--- src/rtl/nibble_serial_adder.sv ---
// nibble_serial_adder
//   Multi-cycle WIDTH-bit adder. A single 4-bit ripple slice is reused once
//   per clock, walking from the least significant nibble upward. A registered
//   carry links one nibble to the next. Operands are captured when start is
//   accepted, so the caller may change A/B/c_in freely afterwards.
//
// Ports
//   Clk    in   1      rising-edge clock
//   Reset  in   1      synchronous active-high reset, overrides everything
//   start  in   1      request; honoured only in IDLE or DONE
//   A, B   in   WIDTH  addends, captured with an accepted start
//   c_in   in   1      carry into nibble 0, captured with an accepted start
//   busy   out  1      high while nibbles are being computed
//   done   out  1      one-cycle pulse marking Sum/c_out/ovf valid
//   Sum    out  WIDTH  A+B+c_in mod 2^WIDTH, held until the next accepted start
//   c_out  out  1      carry out of bit WIDTH-1
//   ovf    out  1      two's-complement overflow of the addition
module nibble_serial_adder #(
  parameter int WIDTH = 16
) (
  input  logic             Clk,
  input  logic             Reset,
  input  logic             start,
  input  logic [WIDTH-1:0] A,
  input  logic [WIDTH-1:0] B,
  input  logic             c_in,
  output logic             busy,
  output logic             done,
  output logic [WIDTH-1:0] Sum,
  output logic             c_out,
  output logic             ovf
);

  localparam int NIB   = WIDTH / 4;
  localparam int CNT_W = $clog2(NIB);

  typedef enum logic [1:0] {
    ST_IDLE = 2'd0,
    ST_RUN  = 2'd1,
    ST_DONE = 2'd2
  } state_e;

  // 4-bit ripple slice: returns {carry_out, sum[3:0]}
  function automatic logic [4:0] slice_add(input logic [3:0] a_nib,
                                           input logic [3:0] b_nib,
                                           input logic       cin);
    return {1'b0, a_nib} + {1'b0, b_nib} + {4'b0000, cin};
  endfunction

  state_e             state_q, state_d;
  logic [CNT_W-1:0]   cnt_q, cnt_d;
  logic               carry_q, carry_d;
  logic [WIDTH-1:0]   a_q, a_d;
  logic [WIDTH-1:0]   b_q, b_d;
  logic [WIDTH-1:0]   sum_q, sum_d;
  logic               c_out_q, c_out_d;
  logic               ovf_q, ovf_d;

  logic [3:0]         nib_a_s;
  logic [3:0]         nib_b_s;
  logic [4:0]         slice_s;
  logic [WIDTH-1:0]   sum_merged_s;
  logic               last_s;

  // Select the active nibble of each operand and merge the slice result into Sum
  always_comb begin
    nib_a_s      = 4'h0;
    nib_b_s      = 4'h0;
    for (int i = 0; i < NIB; i++) begin
      if (cnt_q == CNT_W'(i)) begin
        nib_a_s = a_q[4*i +: 4];
        nib_b_s = b_q[4*i +: 4];
      end else begin
        nib_a_s = nib_a_s;
        nib_b_s = nib_b_s;
      end
    end
    slice_s      = slice_add(nib_a_s, nib_b_s, carry_q);
    sum_merged_s = sum_q;
    for (int i = 0; i < NIB; i++) begin
      if (cnt_q == CNT_W'(i)) begin
        sum_merged_s[4*i +: 4] = slice_s[3:0];
      end else begin
        sum_merged_s[4*i +: 4] = sum_q[4*i +: 4];
      end
    end
    last_s       = (cnt_q == CNT_W'(NIB - 1));
  end

  // Next-state logic for the IDLE/RUN/DONE sequencer and its datapath
  always_comb begin
    state_d = state_q;
    cnt_d   = cnt_q;
    carry_d = carry_q;
    a_d     = a_q;
    b_d     = b_q;
    sum_d   = sum_q;
    c_out_d = c_out_q;
    ovf_d   = ovf_q;
    case (state_q)
      ST_IDLE, ST_DONE: begin
        if (start) begin
          // Accept new operands; Sum is cleared so partial bits never mix
          // with the previous result. c_out/ovf keep their old values.
          a_d     = A;
          b_d     = B;
          carry_d = c_in;
          cnt_d   = '0;
          sum_d   = '0;
          state_d = ST_RUN;
        end else begin
          state_d = ST_IDLE;
        end
      end
      ST_RUN: begin
        sum_d   = sum_merged_s;
        carry_d = slice_s[4];
        if (last_s) begin
          cnt_d   = '0;
          c_out_d = slice_s[4];
          ovf_d   = (a_q[WIDTH-1] == b_q[WIDTH-1]) &&
                    (sum_merged_s[WIDTH-1] != a_q[WIDTH-1]);
          state_d = ST_DONE;
        end else begin
          cnt_d   = cnt_q + CNT_W'(1);
          state_d = ST_RUN;
        end
      end
      default: begin
        state_d = ST_IDLE;
      end
    endcase
  end

  // State and datapath registers with synchronous reset
  always_ff @(posedge Clk) begin
    if (Reset) begin
      state_q <= ST_IDLE;
      cnt_q   <= '0;
      carry_q <= 1'b0;
      a_q     <= '0;
      b_q     <= '0;
      sum_q   <= '0;
      c_out_q <= 1'b0;
      ovf_q   <= 1'b0;
    end else begin
      state_q <= state_d;
      cnt_q   <= cnt_d;
      carry_q <= carry_d;
      a_q     <= a_d;
      b_q     <= b_d;
      sum_q   <= sum_d;
      c_out_q <= c_out_d;
      ovf_q   <= ovf_d;
    end
  end

  assign busy  = (state_q == ST_RUN);
  assign done  = (state_q == ST_DONE);
  assign Sum   = sum_q;
  assign c_out = c_out_q;
  assign ovf   = ovf_q;

endmodule

--- config.mk ---
export PLATFORM = sky130hd
export DESIGN_NAME = nibble_serial_adder
export DESIGN_NICKNAME = d
export VERILOG_FILES = /design/src/rtl/nibble_serial_adder.sv
export SDC_FILE = /design/constraint.sdc
export NUM_CORES = 1
export LEC_CHECK = 0
export BUFFER_PORTS_ARGS = -buffer_cell sky130_fd_sc_hd__buf_4
export CAP_MARGIN = 20
export CORE_MARGIN = 5
export CORE_UTILIZATION = 53
export CTS_CLUSTER_DIAMETER = 30
export DETAILED_ROUTE_END_ITERATION = 6
export PLACE_DENSITY_LB_ADDON = 0.25
export SYNTH_ARGS = -nofsm -noshare
export SYNTH_HDL_FRONTEND = slang
export SYNTH_SLANG_ARGS = --single-unit
--- constraint.sdc ---
create_clock -name Clk -period 3.9 [get_ports Clk]
set_clock_uncertainty 0.2 [all_clocks]
set_input_delay 0.78 -clock Clk [delete_from_list [all_inputs] [get_ports Clk]]
set_output_delay 0.78 -clock Clk [all_outputs]
set_load 0.02 [all_outputs]
==> impl_metrics.py <==
metrics = {
    "placed_design": {
        "dp_slack_ns": 0.7758,
        "gp_congestion": 0.8246,
        "hpwlAfterDp_mm": 3.853,
        "portBuffers": 55,
        "place_area_sq_mm": 0.002869,
    },
    "grt": {
        "grt_pass1_vias": 1962,
        "grt_pass1_wl_mm": 8.783,
        "gr-total-overflow": 0,
        "antenna_found_initial": 0,
        "grt_max_degree": 59,
        "grtUsageTotal": 0.1741,
    },
    "setup_path": {
        "rrSetupSlack_ns": 0.75,
        "worstPathRequired_ns": 3.91,
        "cp-end-kind": "register",
        "crit_slowest_cell": "ha_1",
        "path_max_fanout": 18,
        "critical_path_arrival_ns": 3.16,
        "max_stage_delay_ns": 0.52,
        "crit_type": "register to register",
        "rr_endpoint": "ovf$_SDFFE_PP0P_",
        "cp_cell_sequence": "inv_1, ha_1, nand3b_1, a21oi_1, a21oi_1, o21ai_1, ha_1, a21oi_1, a21boi_1, or4_1, a311oi_1",
        "setup.worst_path.start_class": "register",
        "crit_path_frequent_cell": "a21oi_1",
        "r2r_cells": 11,
        "timing.rr.start": "cnt_q[1]$_SDFFE_PP0P_",
    },
    "power": {
        "vdd_drop_max_v": 0.0001808,
        "leakagePower_nw": 1.178,
        "p_per_area_mw_per_mm2": 361.2,
        "p_int_w": 0.0007837,
        "power.share.switching": 0.2624,
        "pwr-share-comb": 0.168,
        "pwr-share-seq": 0.568,
        "power.switching_w": 0.0002789,
        "clkPwrFrac": 0.264,
    },
    "clock_network": {
        "clockRootBuffer": "clkbuf_8",
        "hold_buffers": 0,
        "clkLatencyLatePin_ns": 0.30,
        "cts.sinks": 55,
        "htree_levels": 2,
        "cts_setup_buffers": 0,
        "cts_resized": 0,
        "cts_inserted_buffers": 5,
        "clk_path_buf_depth": 2,
        "clk_pin_slew_ns": 0.08,
        "cts_tree": "done",
    },
    "synth": {
        "avgSynthCellArea_sq_um": 7.826,
        "syn_nets": 359,
        "synth-seq-area-share": 0.4481,
        "synth_top_cell_area_share": 0.4481,
        "yosys_warnings": 0,
        "synth_cells": 314,
        "netlist.top_cell.by_area": "dfxtp_1",
        "synth-seq-cells": 55,
        "synthArstFlopShare": 0,
        "yosys-top-cells-area": "dfxtp_1 45%, a21oi_1 12%, nand2_1 11%",
        "netlist_area_sq_mm": 0.002457,
        "synth_ff_type": "dfxtp_1",
        "synth_edf_count": 0,
        "ys_types": 36,
    },
    "sta": {
        "fin_ws_ns": 0.7512,
        "setup_tns_ns": 0,
        "rsz0062_at_grt": "no",
        "period_needed_ns": 3.149,
        "setup_viol": 0,
        "final_hold_viol_count": 0,
        "max_slew_margin": 0.3800,
        "fin_crit_sh": 0.8074,
        "tightest_slew_ns": 0.9301,
        "slew_violations": 0,
        "fmax_ghz": 0.3176,
    },
    "routing": {
        "dr.first_iter.drc_count": 152,
        "routed_wl_mm": 5.397,
        "via_per_inst": 5.338,
        "drc": 0,
        "firstDrtPassIters": 5,
        "avgRoutedWirePerCell_um": 13.23,
        "vias": 2178,
        "ant_nets": 0,
    },
    "run_status": {
        "outcome": "finished, final reports clean",
    },
    "worst_hold_path": {
        "whs_path_depth": 2,
        "hold_start": "b_q[3]$_SDFFE_PP0P_",
        "hold_end": "b_q[3]$_SDFFE_PP0P_",
        "hp-class": "register to register",
    },
    "die": {
        "die_h_um": 78.09,
        "pin_count": 56,
        "row_count": 24,
        "start_util": 0.5567,
        "core_area_sq_mm": 0.004414,
        "die_w_um": 78.09,
        "dieArea_sq_mm": 0.006098,
    },
    "cells_and_area": {
        "num-nets-final": 402,
        "area_delta_synth_final_pct": 19.70,
        "drive_above_1_share": 0.1826,
        "antenna_cells": 0,
        "final_cell_area_sq_mm": 0.002942,
        "fin_util": 0.6664,
    },
    "flow_run": {
        "cap_viol_max_count": 0,
    },
}
==> area by class of cell <==
class	instances	area (sq um)
fillers	406	1473
multi-input cells	233	1256
inverters	5	18.77
clock buffers	6	72.57
repair buffers	57	427.9
flip-flops and latches	55	1101
well taps	52	65.06
==> kinds of logic (layout without fill, tap and decap cells) <==
kind of cell,count (synthesis),count (layout),synth area share
simple gates,139,139,0.2648
compound gates,84,84,0.1899
flops,55,55,0.4481
buf+inv,26,68,0.04175
fa+ha+maj,9,9,0.05193
xor+xnor,1,1,0.003565
==> critical path: cells and delay by family, from the launching register on <==
family | cells | cell delay [ns]
flops | 1 | 0.35
fa+ha+maj | 2 | 0.91
compound gates | 6 | 0.88
buf+inv | 1 | 0.08
simple gates | 2 | 0.64
==> power groups by stage <==
stage | clock [W] | combinational (W) | sequential (W)
final | 0.000281 | 0.000178 | 0.000604
after global routing | 0.000311 | 0.000201 | 0.000607
after CTS | 0.000292 | 0.000179 | 0.000604
after detailed placement | 0 | 0.000179 | 0.000617
after global placement | 0 | 0.000174 | 0.000617
after floorplan | 0 | 0.000113 | 0.000616
==> placed cells by master, fill, tap and decap left out, drive strengths merged, types with 4 or more instances in the layout <==
cell type  count
a21oi         58
a221oi         4
buf           57
clkbuf         6
dfxtp         55
ha             7
inv            5
nand2         75
nand3         11
nand3b         6
nor2          11
nor2b         11
nor3           7
o21ai          9
or2           10
==> synthesized netlist by cell type, types with 3 or more instances <==
cell      number
or2_1          6
o21ai_0        5
buf_2          4
buf_1          4
nor2_1        11
nand2_1       75
or2_0          3
nor2b_1       11
o31ai_1        3
nand4b_1       3
ha_1           7
clkbuf_1      13
a21oi_1       58
dfxtp_1       55
o21ai_1        4
nand3b_1       6
inv_1          4
nor3_1         7
nand3_1       11
a221oi_1       4
==> flip-flops by register name (all words and copies together), names as in the netlist <==
signal / flops
b_q: 16
state_q: 2
carry_q: 1
cnt_q: 2
Sum: 16
a_q: 16
ovf: 1
c_out: 1
==> through the flow <==
stage                     total power (W)  hold WS (ns)  std cells
after global placement          0.0007906        0.2468        402
after detailed placement        0.0007961        0.2492        402
final                            0.001063        0.2580        408
after floorplan                 0.0007296        0.2318        314
after CTS                        0.001075        0.2622        408
after global routing             0.001119        0.2864        408
==> routing by layer <==
layer / GRT usage / up-vias / share of wire / wire length (um)
met1: 0.2182 / 957 / 0.46 / 2477
li1: - / 1148 / - / -
met5: 0 / - / 0 / 0
met3: 0.03890 / 9 / 0.069 / 375
met2: 0.2988 / 64 / 0.46 / 2465
met4: 0.05068 / 0 / 0.014 / 78
==> worst max path at each step <==
stage                     startpoint             endpoint  depth (start not counted)
2_1_floorplan  cnt_q[0]$_SDFFE_PP0P_     ovf$_SDFFE_PP0P_                         12
3_3_place_gp   cnt_q[1]$_SDFFE_PP0P_     ovf$_SDFFE_PP0P_                         11
3_5_place_dp   cnt_q[1]$_SDFFE_PP0P_     ovf$_SDFFE_PP0P_                         10
4_1_cts        cnt_q[1]$_SDFFE_PP0P_     ovf$_SDFFE_PP0P_                         10
5_1_grt        cnt_q[1]$_SDFFE_PP0P_  Sum[6]$_SDFFE_PP0P_                         11
6_report       cnt_q[1]$_SDFFE_PP0P_     ovf$_SDFFE_PP0P_                         11
Note: power is estimated with default switching activity, not from simulation.
